### src/rtl/i2s_transmitter.sv
// Master-mode I2S transmitter: derives bclk/lrclk from the system clock and shifts a
// held left/right pair out MSB-first, one bclk after each lrclk transition.
module i2s_transmitter #(
  parameter int DATA_WIDTH = 16,
  parameter int SLOT_BITS  = 32,
  parameter int BCLK_DIV   = 4
) (
  input  logic                  clock,
  input  logic                  reset,
  input  logic [DATA_WIDTH-1:0] leftSample,
  input  logic [DATA_WIDTH-1:0] rightSample,
  input  logic                  sampleValid,
  output logic                  sampleReady,
  output logic                  bclk,
  output logic                  lrclk,
  output logic                  sdata,
  output logic                  frameStart,
  output logic                  underrun
);

  localparam int FRAME_BITS = 2 * SLOT_BITS;
  localparam int BIT_W      = $clog2(FRAME_BITS);
  localparam int DIV_W      = (BCLK_DIV > 1) ? $clog2(BCLK_DIV) : 1;
  localparam int IDX_W      = (DATA_WIDTH > 1) ? $clog2(DATA_WIDTH) : 1;

  localparam logic [DIV_W-1:0] DIV_LAST = DIV_W'(BCLK_DIV - 1);
  localparam logic [BIT_W-1:0] BIT_LAST = BIT_W'(FRAME_BITS - 1);
  localparam logic [BIT_W-1:0] SLOT_LEN = BIT_W'(SLOT_BITS);
  localparam logic [BIT_W-1:0] DATA_LEN = BIT_W'(DATA_WIDTH);

  logic [DIV_W-1:0]      div_cnt_r;
  logic                  bclk_r;
  logic [BIT_W-1:0]      bit_cnt_r;
  logic                  lrclk_r;
  logic                  sdata_r;
  logic                  frame_start_r;
  logic                  underrun_r;
  logic                  hold_full_r;
  logic [DATA_WIDTH-1:0] hold_left_r;
  logic [DATA_WIDTH-1:0] hold_right_r;
  logic [DATA_WIDTH-1:0] act_left_r;
  logic [DATA_WIDTH-1:0] act_right_r;

  logic                  fall_s;
  logic [BIT_W-1:0]      bit_next_s;
  logic                  lr_next_s;
  logic [BIT_W-1:0]      pos_s;
  logic                  frame_start_s;
  logic                  accept_s;
  logic [DATA_WIDTH-1:0] slot_word_s;
  logic [IDX_W-1:0]      idx_s;
  logic                  data_bit_s;

  // Next bit position, slot select and serial bit for the coming fall event.
  always_comb begin
    fall_s = bclk_r & (div_cnt_r == DIV_LAST);
    if (bit_cnt_r == BIT_LAST) begin
      bit_next_s = '0;
    end else begin
      bit_next_s = bit_cnt_r + BIT_W'(1);
    end
    lr_next_s = (bit_next_s >= SLOT_LEN);
    if (lr_next_s) begin
      pos_s = bit_next_s - SLOT_LEN;
    end else begin
      pos_s = bit_next_s;
    end
    frame_start_s = fall_s & (bit_next_s == '0);
    accept_s      = sampleValid & ~hold_full_r;
    if (lr_next_s) begin
      slot_word_s = act_right_r;
    end else begin
      slot_word_s = act_left_r;
    end
    idx_s = IDX_W'(DATA_LEN - pos_s);
    // Position 0 is the pad bit before the MSB; positions past the sample are zero fill.
    if ((pos_s >= BIT_W'(1)) && (pos_s <= DATA_LEN)) begin
      data_bit_s = slot_word_s[idx_s];
    end else begin
      data_bit_s = 1'b0;
    end
  end

  // Bit-clock divider: toggles bclk every BCLK_DIV system clocks.
  always_ff @(posedge clock) begin
    if (reset) begin
      div_cnt_r <= '0;
      bclk_r    <= 1'b0;
    end else if (div_cnt_r == DIV_LAST) begin
      div_cnt_r <= '0;
      bclk_r    <= ~bclk_r;
    end else begin
      div_cnt_r <= div_cnt_r + DIV_W'(1);
    end
  end

  // Serial side: bit counter, word select and data all move on bclk falling edges.
  always_ff @(posedge clock) begin
    if (reset) begin
      bit_cnt_r     <= BIT_LAST;
      lrclk_r       <= 1'b0;
      sdata_r       <= 1'b0;
      frame_start_r <= 1'b0;
    end else begin
      frame_start_r <= frame_start_s;
      if (fall_s) begin
        bit_cnt_r <= bit_next_s;
        lrclk_r   <= lr_next_s;
        sdata_r   <= data_bit_s;
      end
    end
  end

  // Holding buffer and active pair: the active pair only changes at frame start.
  always_ff @(posedge clock) begin
    if (reset) begin
      hold_full_r  <= 1'b0;
      hold_left_r  <= '0;
      hold_right_r <= '0;
      act_left_r   <= '0;
      act_right_r  <= '0;
      underrun_r   <= 1'b0;
    end else begin
      underrun_r <= 1'b0;
      if (frame_start_s) begin
        if (hold_full_r) begin
          act_left_r  <= hold_left_r;
          act_right_r <= hold_right_r;
          hold_full_r <= 1'b0;
        end else begin
          act_left_r  <= '0;
          act_right_r <= '0;
          underrun_r  <= 1'b1;
        end
      end
      // An accept coinciding with an empty frame start still lands for the next frame.
      if (accept_s) begin
        hold_left_r  <= leftSample;
        hold_right_r <= rightSample;
        hold_full_r  <= 1'b1;
      end
    end
  end

  assign sampleReady = ~hold_full_r | reset;
  assign bclk        = bclk_r;
  assign lrclk       = lrclk_r;
  assign sdata       = sdata_r;
  assign frameStart  = frame_start_r;
  assign underrun    = underrun_r;

endmodule

### config.mk
export PLATFORM = sky130hd
export DESIGN_NAME = i2s_transmitter
export DESIGN_NICKNAME = d
export VERILOG_FILES = /design/src/rtl/i2s_transmitter.sv
export SDC_FILE = /design/constraint.sdc
export NUM_CORES = 1
export LEC_CHECK = 0
export ABC_AREA = 1
export BUFFER_PORTS_ARGS = -buffer_cell sky130_fd_sc_hd__buf_2
export CORE_UTILIZATION = 38
export DETAILED_ROUTE_END_ITERATION = 8
export GPL_TIMING_DRIVEN = 0
export SETUP_SLACK_MARGIN = 0.02
export SYNTH_ARGS = -nofsm -noshare
export SYNTH_HDL_FRONTEND = slang
export SYNTH_SLANG_ARGS = --single-unit
### constraint.sdc
create_clock -name clock -period 1.8 [get_ports clock]
set_input_delay 0 -clock clock [delete_from_list [all_inputs] [get_ports clock]]
set_output_delay 0 -clock clock [all_outputs]
set_load 0.05 [all_outputs]
==> flow_summary.ini, run 1 <==
[placement]
placement.io_buffers = 40
post-place-cells = 579
gp_congestion = 0.854
detailed_placer_s_ending_hpwl_mm = 5.76

[timing]
grt_setup_unrepaired = yes
hold_violations = 0
finalSetupViolations = 10
fmax_mhz = 544
fin_crit_ns = 1.84
setup_ws_ns = -0.0373
fin_worst_skew_ns = 0.0101
slew_at_the_pin_with_the_worst_max_slew_slack_ns = 0.674
period_share_pct = 102
timing.slew.headroom_pct = 55.1
tns_ns = -0.218
timing_max_transition_violations_final = 0

[min_path]
hold_path.class = in -> reg

[clock_tree]
cts_sinks = 78
clock_buffers_created_by_tritoncts = 9
cts.root.buffer_cell = clkbuf_8
cts.reportedPaths.clkPinSlew_ns = 0.08
ctsHtreeMaxLevel = 3
tritoncts = built
clock_latency_ns = 0.36
cts_buffer_depth = 2

[yosys]
ys_dominant_reg_cell = dfxtp_1
flip_flop_and_latch_count_after_synthesis = 78
post-synth-top-area-cell = dfxtp_1
synth_area_per_cell_sq_um = 7.44
synthXorXnorAreaFrac_pct = 0.271
synth-edff-count = 0
yosys.area.top_type_share_pct = 48.4
syn_inst = 434
synth_cell_type_count = 31
yosys.cell_count.top_type = dfxtp_1
synth_compound_gate_area_share_pct = 17.0
synth_seq_area_share_pct = 48.4
synth-async-reset-ratio_pct = 0
synth_simple_gate_area_share_pct = 24.6
yosys-top-cells-count = dfxtp_1 (78), nor2_1 (67), nand2_1 (59), o21ai_0 (53), nand3_1 (50)
synth_fa_ha_area_share_pct = 1.16
yosysWarningCount = 0
synth_area_leaders = dfxtp_1 (48%), o21ai_0 (8.2%), nor2_1 (7.8%)
syn_area_sq_um = 3230
synth_mux_area_share_pct = 0
synth_top_family_by_area = simple AND/OR/NAND/NOR gates
postSynthNetCount = 472

[power_and_ir_drop]
switching_power_w = 0.000894
fraction_of_power_spent_switching_nets_pct = 23.5
power.ir.vdd_worst_uv = 421
power.internal_w = 0.00291
pwr_density_cell_nw_per_um2 = 848
power_frac_clock_pct = 42.3
power.combinational.fraction_pct = 9.4
pwr-share-seq_pct = 48.3
cell_leakage_power_nw = 1.87

[setup_path]
worstSetupStartpointType = flop
critPathKind = reg -> reg
setup.worst_path.end_class = flop
worst-endpoint-required_ns = 2.02
critical_path.max_fanout = 6
worst-endpoint-arrival_ns = 2.06

[grt]
gr-usage-met3_pct = 5.42
grt_first_pass_wirelength_mm = 13.9
grt_antenna_before_repair = 0
grt.met2_usage_pct = 33.9
busiest_layer = met2
grt_start_max_net_pins = 14
total_global_routing_track_utilization_pct = 20.6
gr-usage-met1_pct = 25.9
grt_overflow_total = 0
vias_in_the_first_global_route = 2994

[detailed_routing]
drt-wirelength-per-cell_um = 13.2
route.antenna.remaining_nets = 0
drc_errors = 0
routed_wirelength_mm = 8.50
number_of_drc_markers_after_the_initial_detailed_route_iteration = 207
via_per_inst = 4.94
first_pass_iters = 5
via_count = 3170

[die]
num_rows = 33
io_pins = 41
design.core.area_sq_um = 8220
effective_utilization_at_floorplan_pct = 39.3
die_area_sq_um = 8870
die_width_um = 94.2
die-height_um = 94.2

[finish]
final_layout_size_suffix_gt1_share_pct = 22.3
area_delta_synth_final_pct = 38.9
nets = 571
diode_count = 0
instances_no_fill = 642

[run]
drv_cap = 0

[outcome]
failed_checks = negative setup slack
run_status = finished with violations
## per-layer routing
metal | routed length (um) | part of all wire, %
met1 | 3950 | 46
met3 | 303 | 3.6
met4 | 163 | 1.9
met2 | 4080 | 48
met5 | 0 | 0
## what timing repair did
item / 4_1_cts / 5_1_grt
endpoints found under the hold margin: 32 / 0
resized for setup: 41 / 31
pin swaps: 9 / 7
hold buffers: 32 / 0
cloned: 1 / 0
setup buffers: 13 / 3
endpoints found under the setup margin: 36 / 36
## metrics by stage
step	util, %	setup slack, ns	hold WS [ns]	power, W	cell area [sq um]
floorplan	-	0.0227	0.167	0.00206	3230
global placement	43.3	-0.311	0.249	0.00216	3560
finish	54.6	-0.0373	0.0942	0.00380	4490
CTS	53.2	-0.0369	0.0801	0.00382	4370
detailed placement	43.3	-0.311	0.255	0.00217	3560
global route	54.6	-0.120	0.0973	0.00396	4490
## registers in the layout, indices dropped and copies added (netlist names)
signal        cells
act_left_r       16
act_right_r      16
hold_left_r      16
hold_right_r     16
bit_cnt_r         6
div_cnt_r         2
bclk              1
frameStart        1
hold_full_r       1
lrclk             1
sdata             1
underrun          1
## critical path, stage by stage, from the launching register on
cell and delay, ns:
dfxtp_4 0.38, ha_4 0.15, nand2_4 0.07, nor2_4 0.14
nor2_2 0.05, nand2_2 0.10, nand2_4 0.08, inv_4 0.07
nand2_4 0.05, nor3_4 0.12, buf_6 0.17, buf_8 0.15
buf_12 0.11, o32ai_1 0.07
## cell families after synthesis
family | count (synthesis)
XOR/XNOR | 1
flip-flops | 78
adder cells (fa/ha/maj) | 3
buffers and inverters | 71
AO/OA/AOI/OAI | 96
AND/OR/NAND/NOR | 185
## cell type report
type	instances	area [sq um]
Inverter	47	190
Fill cell	788	3730
Multi-Input combinational cell	285	1540
Buffer	24	144
Clock buffer	10	138
Clock inverter	5	106
Tap cell	105	131
Timing Repair Buffer	88	661
Sequential cell	78	1570
## path summary, 6_finish.rpt
check / startpoint / end / slack (ns) / cells past startpoint
max: bit_cnt_r[0]$_SDFFE_PP1P_ / act_right_r[3]$_SDFFE_PP0P_ / -0.04 / 13
max reg2reg: bit_cnt_r[0]$_SDFFE_PP1P_ / act_right_r[3]$_SDFFE_PP0P_ / -0.04 / 13
min: reset / bit_cnt_r[2]$_SDFFE_PP1P_ / 0.09 / 3
min reg2reg: div_cnt_r[0]$_SDFF_PP0_ / div_cnt_r[0]$_SDFF_PP0_ / 0.43 / 1
## power groups by stage
stage	logic, W	clock network, W	registers, W
final	0.000358	0.00161	0.00184
after global routing	0.000406	0.00171	0.00185
after CTS	0.000351	0.00163	0.00184
after detailed placement	0.000286	0	0.00188
after global placement	0.000280	0	0.00188
after floorplan	0.000186	0	0.00188
## cells in the final DEF, fill, tap and decap left out, types with 7 or more instances in the layout
cell	netlist	layout
nor2_1	67	60
inv_1	44	41
o21ai_0	53	49
nand3_1	50	44
o31ai_1	7	7
dfxtp_1	78	75
buf_2	7	41
dlygate4sd3_1	0	32
buf_4	1	16
clkbuf_8	0	10
o21ai_1	7	9
clkbuf_1	14	13
a21oi_1	11	11
nand2_1	59	52
Power figures use the tool's default switching activity.
==> inputs of run 2 (changes only) <==
--- a/config.mk
+++ b/config.mk
@@ -10,6 +10,7 @@
 export CORE_UTILIZATION = 38
 export DETAILED_ROUTE_END_ITERATION = 8
 export GPL_TIMING_DRIVEN = 0
+export PLACE_DENSITY = 0.55
 export SETUP_SLACK_MARGIN = 0.02
 export SYNTH_ARGS = -nofsm -noshare
 export SYNTH_HDL_FRONTEND = slang
==> flow_summary.ini, run 2 (synthesis gave the netlist of run 1 again) <==
[power_and_ir_drop]
power.combinational.fraction_pct = 10.6
pwr_density_cell_nw_per_um2 = 776
power.internal_w = 0.00260
pwr-share-seq_pct = 53.1
cell_leakage_power_nw = 1.85
power.ir.vdd_worst_uv = 419
power_frac_clock_pct = 36.4
switching_power_w = 0.000870
report.power.total_w = 0.00347
fraction_of_power_spent_switching_nets_pct = 25.1

[die]
effective_utilization_at_floorplan_pct = 39.3
io_pins = 41
die_width_um = 94.2
die-height_um = 94.2
die_area_sq_um = 8870
num_rows = 33
design.core.area_sq_um = 8220

[clock_tree]
cts_buffer_depth = 2
cts.reportedPaths.clkPinSlew_ns = 0.08
tritoncts = built
cts_sinks = 78
ctsHtreeMaxLevel = 3
clock_latency_ns = 0.35
clock_buffers_created_by_tritoncts = 9
cts.root.buffer_cell = clkbuf_8

[min_path]
hold_path.class = in -> reg
worstHoldPathCells = 4

[timing]
grt_setup_unrepaired = yes
timing.slew.headroom_pct = 55.6
setup_ws_ns = -0.0435
fin_crit_ns = 1.84
hold_violations = 0
finalSetupViolations = 15
timing_max_transition_violations_final = 0
slew_at_the_pin_with_the_worst_max_slew_slack_ns = 0.666
fin_worst_skew_ns = 0.00935
holdWs_ns = 0.114
fmax_mhz = 542
period_share_pct = 102

[grt]
grt_start_max_net_pins = 13
total_global_routing_track_utilization_pct = 20.8
grt_first_pass_wirelength_mm = 14.0
vias_in_the_first_global_route = 2927
grt_antenna_before_repair = 0
grt_overflow_total = 0

[setup_path]
worst-endpoint-required_ns = 2.02
critical_path.max_fanout = 8
timing.reg2reg.worst_path_depth = 11
worst-endpoint-arrival_ns = 2.06
setup.worst_path.end_class = flop
critPathKind = reg -> reg
setup_slack_of_the_most_critical_reg_to_reg_path_ns = -0.04
worstSetupStartpointType = flop

[detailed_routing]
via_count = 3106
route.antenna.remaining_nets = 0
number_of_drc_markers_after_the_initial_detailed_route_iteration = 181
drc_errors = 0
via_per_inst = 4.86
first_pass_iters = 4
drt-wirelength-per-cell_um = 13.4
routed_wirelength_mm = 8.56

[finish]
final_cell_mix = dfxtp_1 (75), nor2_1 (62), nand2_1 (52)
fill_cells = 814
area_delta_synth_final_pct = 38.3
area_of_combinational_cells_with_multiple_inputs_sq_um = 1600
nets = 567
final_common_cell = dfxtp_1
final_layout_size_suffix_gt1_share_pct = 21.7
layout.area.seq_sq_um = 1570
diode_count = 0

[outcome]
failed_checks = negative setup slack
run_status = finished with violations

[placement]
gp_congestion = 0.832
placement.io_buffers = 40
detailed_placer_s_ending_hpwl_mm = 5.78

[run]
drv_cap = 0
run 2: per-stage QoR:
stage	setup TNS [ns]	worst slack (ns)	utilization [%]	std cells	cell area (sq um)
final	-0.308	-0.0435	54.4	639	4470
after global routing	-3.10	-0.146	54.4	639	4470
after CTS	0	0.00529	52.5	637	4310
after detailed placement	-10.65	-0.344	43.3	579	3560
after global placement	-9.90	-0.322	43.3	579	3560
after floorplan	0	0.0227	-	434	3230
run 2: worst max-delay path: stages, from the launching register on:
cell and delay, ns:
dfxtp_4 0.38, ha_4 0.15, nand2_4 0.06, nor2_4 0.14, nand2_4 0.09, nand3_4 0.10, nand2_2 0.09, nor3_4 0.19
buf_6 0.19, buf_12 0.15, buf_12 0.11, o32ai_1 0.06
run 2: final timing paths:
path	start	end
hold / removal	reset	act_right_r[9]$_SDFFE_PP0P_
hold reg to reg	div_cnt_r[0]$_SDFF_PP0_	div_cnt_r[0]$_SDFF_PP0_
setup / recovery	bit_cnt_r[0]$_SDFFE_PP1P_	act_right_r[8]$_SDFFE_PP0P_
setup reg to reg	bit_cnt_r[0]$_SDFFE_PP1P_	act_right_r[8]$_SDFFE_PP0P_
run 2: what timing repair did:
item                                    in CTS  in global routing
hold buffers                                32                  0
cloned                                       1                  0
resized for setup                           48                 43
buffers inserted                             9                  2
endpoints found under the setup margin      36                 36
endpoints found under the hold margin       32                  0
pin swaps                                    8                  9
run 2: layer usage:
metal | vias up | part of all wire, % | GRT usage, %
li1 | 1616 | - | -
met4 | 0 | 0.90 | 6.28
met3 | 7 | 3.7 | 4.37
met1 | 1422 | 48 | 26.9
met2 | 61 | 48 | 34.5
met5 | - | 0 | 0
run 2: cell type report:
| type | count | area share (%) |
|---|---|---|
| plain buffers | 24 | 3.59 |
| clock buffers | 12 | 3.03 |
| clock inverters | 4 | 1.06 |
| inverters | 47 | 4.29 |
| multi-input cells | 285 | 35.7 |
| flip-flops and latches | 78 | 35.2 |
| well taps | 105 | 2.94 |
| repair buffers | 84 | 14.2 |
run 2: power groups by stage:
stage          logic [W]  clock network (W)  registers [W]
2_1_floorplan   0.000186                  0        0.00188
3_3_place_gp    0.000281                  0        0.00188
3_5_place_dp    0.000288                  0        0.00188
4_1_cts         0.000354            0.00129        0.00184
5_1_grt         0.000414            0.00137        0.00185
6_report        0.000367            0.00126        0.00184
